File: src/rtl/wb_stage_pkg.sv
// -----------------------------------------------------------------------------
// wb_stage_pkg: shared widths, load funct3 encodings and skid state for wb_stage.
// Revision: 1.0
// -----------------------------------------------------------------------------
`default_nettype none

package wb_stage_pkg;

    localparam int XLEN    = 32;
    localparam int RADDR_W = 5;
    localparam int CNT_W   = 64;

    localparam logic [XLEN-1:0] ZeroWord = '0;

    localparam logic [2:0] F3_LB  = 3'b000;
    localparam logic [2:0] F3_LH  = 3'b001;
    localparam logic [2:0] F3_LW  = 3'b010;
    localparam logic [2:0] F3_LBU = 3'b100;
    localparam logic [2:0] F3_LHU = 3'b101;

    typedef enum logic {
        SKID_EMPTY = 1'b0,
        SKID_FULL  = 1'b1
    } skid_state_e;

endpackage

`default_nettype wire

File: src/rtl/wb_stage_load_align.sv
// -----------------------------------------------------------------------------
// wb_stage_load_align: extracts byte/half/word from an aligned load word and extends it.
// Revision: 1.0
// -----------------------------------------------------------------------------
`default_nettype none

module wb_stage_load_align
    import wb_stage_pkg::*;
(
    input  logic [XLEN-1:0] word_i,
    input  logic [2:0]      funct3_i,
    input  logic [1:0]      offset_i,
    output logic [XLEN-1:0] data_o
);

    logic [7:0]  byte_w;
    logic [15:0] half_w;

    // A misaligned halfword simply takes the half picked by offset[1].
    assign byte_w = 8'(word_i >> {offset_i, 3'b000});
    assign half_w = 16'(word_i >> {offset_i[1], 4'b0000});

    always_comb begin
        data_o = word_i;
        case (funct3_i)
            F3_LB:   data_o = {{(XLEN-8){byte_w[7]}}, byte_w};
            F3_LH:   data_o = {{(XLEN-16){half_w[15]}}, half_w};
            F3_LBU:  data_o = {{(XLEN-8){1'b0}}, byte_w};
            F3_LHU:  data_o = {{(XLEN-16){1'b0}}, half_w};
            default: data_o = word_i;
        endcase
    end

endmodule

`default_nettype wire

File: src/rtl/wb_stage.sv
// -----------------------------------------------------------------------------
// wb_stage: merges execute results and load responses onto the regfile write port.
// Revision: 1.0
// -----------------------------------------------------------------------------
`default_nettype none

module wb_stage
    import wb_stage_pkg::*;
(
    input  logic               clk_in,
    input  logic               rst_in,
    input  logic               rdy_in,
    input  logic               ex_valid,
    output logic               ex_ready,
    input  logic [RADDR_W-1:0] ex_rd,
    input  logic [XLEN-1:0]    ex_data,
    input  logic               ld_valid,
    output logic               ld_ready,
    input  logic [RADDR_W-1:0] ld_rd,
    input  logic [2:0]         ld_funct3,
    input  logic [1:0]         ld_offset,
    input  logic [XLEN-1:0]    ld_word,
    output logic               write_flag,
    output logic [RADDR_W-1:0] reg_write,
    output logic [XLEN-1:0]    write_data,
    output logic [CNT_W-1:0]   retire_count
);

    skid_state_e        skid_q;
    logic [RADDR_W-1:0] skid_rd_q;
    logic [XLEN-1:0]    skid_data_q;

    logic               write_flag_q;
    logic [RADDR_W-1:0] reg_write_q;
    logic [XLEN-1:0]    write_data_q;
    logic [CNT_W-1:0]   retire_count_q;

    logic               ld_fire;
    logic               ex_fire;
    logic               skid_drain;
    logic [XLEN-1:0]    ld_data;

    logic               sel_valid_d;
    logic [RADDR_W-1:0] sel_rd_d;
    logic [XLEN-1:0]    sel_data_d;

    wb_stage_load_align u_load_align (
        .word_i   (ld_word),
        .funct3_i (ld_funct3),
        .offset_i (ld_offset),
        .data_o   (ld_data)
    );

    assign ld_ready   = rdy_in;
    assign ex_ready   = rdy_in && (skid_q == SKID_EMPTY);
    assign ld_fire    = ld_valid && rdy_in;
    assign ex_fire    = ex_valid && ex_ready;
    assign skid_drain = rdy_in && !ld_valid && (skid_q == SKID_FULL);

    // Loads cannot be back-pressured by execute, so they always win the port.
    always_comb begin
        sel_valid_d = 1'b0;
        sel_rd_d    = ex_rd;
        sel_data_d  = ex_data;
        if (ld_fire) begin
            sel_valid_d = 1'b1;
            sel_rd_d    = ld_rd;
            sel_data_d  = ld_data;
        end else if (skid_drain) begin
            sel_valid_d = 1'b1;
            sel_rd_d    = skid_rd_q;
            sel_data_d  = skid_data_q;
        end else if (ex_fire) begin
            sel_valid_d = 1'b1;
        end
    end

    always_ff @(posedge clk_in or negedge rst_in) begin
        if (!rst_in) begin
            skid_q         <= SKID_EMPTY;
            skid_rd_q      <= '0;
            skid_data_q    <= ZeroWord;
            write_flag_q   <= 1'b0;
            reg_write_q    <= '0;
            write_data_q   <= ZeroWord;
            retire_count_q <= '0;
        end else begin
            case (skid_q)
                SKID_EMPTY: begin
                    if (ex_fire && ld_fire) begin
                        skid_q      <= SKID_FULL;
                        skid_rd_q   <= ex_rd;
                        skid_data_q <= ex_data;
                    end
                end
                SKID_FULL: begin
                    if (skid_drain) begin
                        skid_q <= SKID_EMPTY;
                    end
                end
                default: skid_q <= SKID_EMPTY;
            endcase

            // Writes to x0 still retire and still move the index/data registers.
            write_flag_q <= sel_valid_d && (sel_rd_d != '0);
            if (sel_valid_d) begin
                reg_write_q    <= sel_rd_d;
                write_data_q   <= sel_data_d;
                retire_count_q <= retire_count_q + CNT_W'(1);
            end
        end
    end

    assign write_flag   = write_flag_q;
    assign reg_write    = reg_write_q;
    assign write_data   = write_data_q;
    assign retire_count = retire_count_q;

endmodule

`default_nettype wire

File: config.mk
export PLATFORM = sky130hd
export DESIGN_NAME = wb_stage
export DESIGN_NICKNAME = d
export VERILOG_FILES = /design/src/rtl/wb_stage_pkg.sv /design/src/rtl/wb_stage_load_align.sv /design/src/rtl/wb_stage.sv
export SDC_FILE = /design/constraint.sdc
export NUM_CORES = 1
export LEC_CHECK = 0
export BUFFER_PORTS_ARGS = -buffer_cell sky130_fd_sc_hd__buf_2
export CELL_PAD_IN_SITES_DETAIL_PLACEMENT = 1
export CELL_PAD_IN_SITES_GLOBAL_PLACEMENT = 1
export CORE_ASPECT_RATIO = 0.6
export CORE_MARGIN = 5
export CORE_UTILIZATION = 41
export DETAILED_ROUTE_END_ITERATION = 10
export PLACE_DENSITY = 0.9
export SETUP_SLACK_MARGIN = 0.1
export SLEW_MARGIN = 25
export SYNTH_ARGS = -nofsm -noshare
export SYNTH_HDL_FRONTEND = slang
export SYNTH_HIERARCHICAL = 1
export SYNTH_SLANG_ARGS = --single-unit
File: constraint.sdc
create_clock -name clk_in -period 2.4 [get_ports clk_in]
set_clock_uncertainty 0.2 [all_clocks]
set_input_delay 0.72 -clock clk_in [delete_from_list [all_inputs] [get_ports clk_in]]
set_output_delay 0.72 -clock clk_in [all_outputs]
set_load 0.05 [all_outputs]
Word level (Yosys, flattened, before mapping)
Cells that the tools add are included.
W data, S select, Z words.
{ "word_totals": {"word_cells": 36, "in_bits": 84, "register_bits": 140, "output_inout_bits": 104} }
{ "op_classes": {"n_mux": 11, "reduce_logical": 11, "addsub": 1, "n_eq_ne": 3, "shifts": 2, "bitwise": 1} }
{ "op_table": {"columns": ["operator", "count"], "rows": [
  ["$pmux W32 S4", 1],
  ["$add A64 B1 Y64 const B", 1],
  ["$mux W32", 2],
  ["$shr A32 B5 Y16", 1],
  ["$shr A32 B5 Y8", 1],
  ["$mux W5", 2],
  ["$logic_and A1 B1 Y1", 7],
  ["$eq A3 B3 Y1 const B", 2],
  ["$mux W1", 5],
  ["$reduce_bool A5 Y1", 1],
  ["$eq A3 B1 Y1 const B", 1],
  ["$logic_not A3 Y1", 1],
  ["$pmux W1 S2", 1],
  ["$reduce_and A2 Y1", 1],
  ["$logic_not A1 Y1", 1],
  ["$not A1 Y1", 1]
]} }

Logic depth before layout (Yosys ltp)
{ "depth": {"ltp_word": 7, "mapped_depth": 8, "depth_no_buf": 6} }

By module
Netlist, hierarchy kept.
{ "by_module_without_submodules": {"columns": ["module", "cells_each", "area_per_inst_um2", "instances"], "rows": [
  ["wb_stage", 616, 6603.8, 1],
  ["wb_stage_load_align", 118, 799.5, 1]
]} }

Worst setup path after synthesis
Ideal clock, no wire load.
{ "synth_timing": {"path_kind": "input to register", "from": "input port rdy_in", "to": "register skid_data_q[25]", "required_time_ns": 2.075, "arrival_time_ns": 2.584, "slack_ns": -0.509, "stages": 6, "setup_ns": 0.125, "n_path_buf": 3, "cell_sequence": "clkbuf_1 -> nor2b_1 -> nand3_1 -> buf_2 -> buf_2 -> mux2_2"} }
{ "synth_between": {"elab_chain_len": 4, "word_cells_on_any_way": 5, "cone_classes": "reduce/logical: 5"} }
{ "synth_lines": {"columns": ["element", "line_no", "rtl"], "rows": [
  ["start, declared", "wb_stage.sv:12", "input logic rdy_in,"],
  ["$logic_and A1 B1 Y1", "wb_stage.sv:55", "assign ex_ready = rdy_in && (skid_q == SKID_EMPTY);"],
  ["named net ex_ready", "wb_stage.sv:14", "output logic ex_ready,"],
  ["$logic_and A1 B1 Y1", "wb_stage.sv:57", "assign ex_fire = ex_valid && ex_ready;"],
  ["$logic_and A1 B1 Y1", "wb_stage.sv:90", "if (ex_fire && ld_fire) begin"],
  ["$reduce_and A2 Y1 (no line)", null, null],
  ["end signal, assigned", "wb_stage.sv:82", "skid_data_q <= ZeroWord;"],
  ["end signal, assigned", "wb_stage.sv:93", "skid_data_q <= ex_data;"],
  ["end, declared", "wb_stage.sv:31", "logic [XLEN-1:0] skid_data_q;"]
]} }
The timed path passes the listed nets, and every way through them passes these cells.
A chain may end at the register's enable or synchronous reset.

Final worst setup path
{ "layout_timing": {"from": "register retire_count_q[1] (netlist: retire_count[1])", "to": "register retire_count_q[60] (netlist: retire_count[60])"} }
{ "layout_between": {"elab_chain_len": 1} }
{ "layout_lines": {"columns": ["element", "line_no", "rtl"], "rows": [
  ["start, declared", "wb_stage.sv:36", "logic [CNT_W-1:0] retire_count_q;"],
  ["start signal, assigned", "wb_stage.sv:109", "retire_count_q <= retire_count_q + CNT_W'(1);"],
  ["$add A64 B1 Y64", "wb_stage.sv:109", null]
]} }
No other way between the ends.

==> reports/qor.csv <==
metric,value,unit
synthesis-stage register bit count,140,
Worst EP required,2520,ps
Max Root-Sink Buffers,2,
Ys Warns,6,
die area,0.02093,mm²
Die X,183.5,µm
area growth from synthesis to layout,29.95,%
antenna violations before repair,2,
"delay-heaviest family, CP",simple AND/OR/NAND/NOR gates,
Initial DRT Pass Iterations,5,
gpl congestion,0.9756,
Reg2Reg Depth,7,
WHS,281.4,ps
vias in the first global route,6879,
count of cell types in the netlist,54,
"most common cell after layout, fill and taps aside",buf_2,
"Primary FF master, synth",dfrtp_1,
crit path DAT,2400,ps
initial detailed-routing violation count,525,
CP max FO,7,
# Max-Cap Violations,0,
Final setup viols,0,
Post-layout nets,1031,
drt via density,5.564,
Synth async-reset ratio,100.0,%
worst-path cell chain,ha_1 -> nand3_2 -> nor4b_4 -> buf_6 -> and4_4 -> and4bb_1 -> xor2_1,
standard-cell rows,38,
# port buffers,187,
DR vias,6682,
status,finished clean,
PwrDens,876.5,mW/mm²
Slew @ Worst Pin,720.1,ps
layout cell share with drive strength beyond 1,37.12,%
Synth Cell Area,0.007403,mm²
CTS tree,yes,
most frequent cells in the layout,"buf_2, dfrtp_1, nand2_1",
detailed placer's ending HPWL,19320,µm
Layout Cells excl Fill,1201,
grt ovf,0,
Post-synth EDFFs,0,
setup tns final,0,ps
die height,114.1,µm
Avg WL per Cell,21.45,µm
FILL cells,2033,
largest net degree at the start of global routing,78,
Inst Count DP,1159,
initial core utilization,41.30,%
Synth area leaders,"dfrtp_1, mux2i_1, mux2_2, nand2_1, xnor2_1",
CP Capture Type,register,
syn_nets,819,
CORE AREA,0.01792,mm²
gr usage total,24.26,%
"Seq/Total Area, Yosys",47.32,%
CP max-delay cell,dfrtp_2,
worst vdd ir,0.0007272,V
Sink Count,140,
depth of the CTS H-tree,4,
Final Hold Viols,0,
io pins,188,
Hold Path Class,register to register,
Remaining DRCs,0,
Num CTS Buffers,17,
Post-Synthesis Mean Instance Area,10.09,µm²
Synth top area share,47.32,%
global-route wire length before repair,39640,µm
Leakage,4.891,nW
highest cell delay on the worst timing path,400,ps
cell taking the most area after synthesis,dfrtp_1,
WS Path Type,register to register,
worst skew pair latency,410,ps
Clk Tree Root Cell,clkbuf_16,
RSZ-0062 raised after global routing,false,
final WL,25760,µm
hold depth,2,
Tmin final,2283,ps
Stages on worst setup path,7,
Syn Inst Count,734,
remaining antenna violation count after routing,0,
clock slew at reported path FFs,70,ps
CP startpoint kind,register,
relative slew slack,51.99,%
WP buf/inv,1,
FMAX,0.4380,GHz
crit share post-route,95.13,%
final slew viol count,0,
Util after Layout,53.67,%
## path summary, 6_finish.rpt
| check | end | slack (ps) | start |
|---|---|---|---|
| worst max-delay path | retire_count[60] | 120 | retire_count[1] |
| worst min-delay path | write_data[22] | 280 | write_data[22] |
| max in group asynchronous | retire_count[8] | 820 | rst_in |
| worst min register to register | write_data[22] | 280 | write_data[22] |
| min in group asynchronous | skid_data_q[7] | 550 | rst_in |
| worst max register to register | retire_count[60] | 120 | retire_count[1] |
## Yosys cell counts, drive strengths merged, types with 2 or more instances
master	n
and4	5
nand3	30
nor3	10
nor4	13
xor2	23
nor2b	11
xnor2	40
mux2	38
o22a	8
clkbuf	25
nand4	19
nand2	105
nand3b	9
nor4b	2
a21oi	41
a221o	8
mux2i	46
and2	7
o21a	2
dfrtp	140
o22ai	4
nor2	48
a22o	8
inv	8
and3	11
o2bb2ai	2
o21ai	40
buf	20
## flip-flops by register name, summed over array words and instances, names as in the netlist
signal        flops
skid_data_q      32
reg_write         5
skid_q            1
write_data       32
retire_count     64
skid_rd_q         5
write_flag        1
## logic make-up after synthesis
logic type	after synthesis	synth area share, %
AOI/OAI and AO/OA	116	9.650
buffers and inverters	53	3.296
DFF	140	47.32
muxes	85	12.30
adders and majority gates	1	0.1690
xor gates and xnor gates	63	7.453
and+or+nand+nor	276	19.81
## through the flow
stage / area [µm²] / power [W] / setup slack, ps
global placement: 8905 / 0.005496 / -85.95
finish: 9620 / 0.008433 / 117.0
CTS: 9522 / 0.008424 / 77.16
floorplan: 7448 / 0.004848 / 45.54
detailed placement: 8905 / 0.005636 / -158.7
global route: 9620 / 0.008813 / 34.74
## layout make-up
type,instances,area (µm²),share of cell area (%)
Sequential cell,140,3525,36.64
Timing Repair Buffer,238,1438,14.94
Tap cell,240,300.3,3.121
Antenna cell,2,5.005,0.05202
Inverter,8,30.03,0.3121
Multi-Input combinational cell,541,3720,38.67
Clock inverter,15,177.7,1.847
Clock buffer,17,425.4,4.422
## where the power goes
part | total (W) | switching, W | internal (W)
clock | 0.00276 | 0.00118 | 0.00158
combinational | 0.00241 | 0.00155 | 0.000854
sequential | 0.00327 | 0.000370 | 0.00290
## worst reg2reg max path: cells and delay by family (launching register included)
kind / cells / cell delay, ps
AND/OR/NAND/NOR: 4 / 990
flip-flops: 1 / 400
XOR/XNOR: 1 / 230
adder cells (fa/ha/maj): 1 / 200
buffers and inverters: 1 / 180
## metal layers
layer,track usage [%],vias to the layer above,wire length (µm)
met5,0,-,0
met4,5.754,0,344
met3,4.984,27,1876
met2,36.32,258,11570
met1,36.24,3388,11970
li1,-,3009,-
## what timing repair did
| action | 4_1_cts | 5_1_grt |
|---|---|---|
| setup buffers | 0 | 7 |
| endpoints found under the hold margin | 29 | 0 |
| pin swaps | 0 | 1 |
| setup endpoints to repair | 3 | 7 |
| hold buffers | 1 | 0 |
| gates resized for setup | 2 | 7 |
Note: power is estimated with default switching activity, not from simulation.
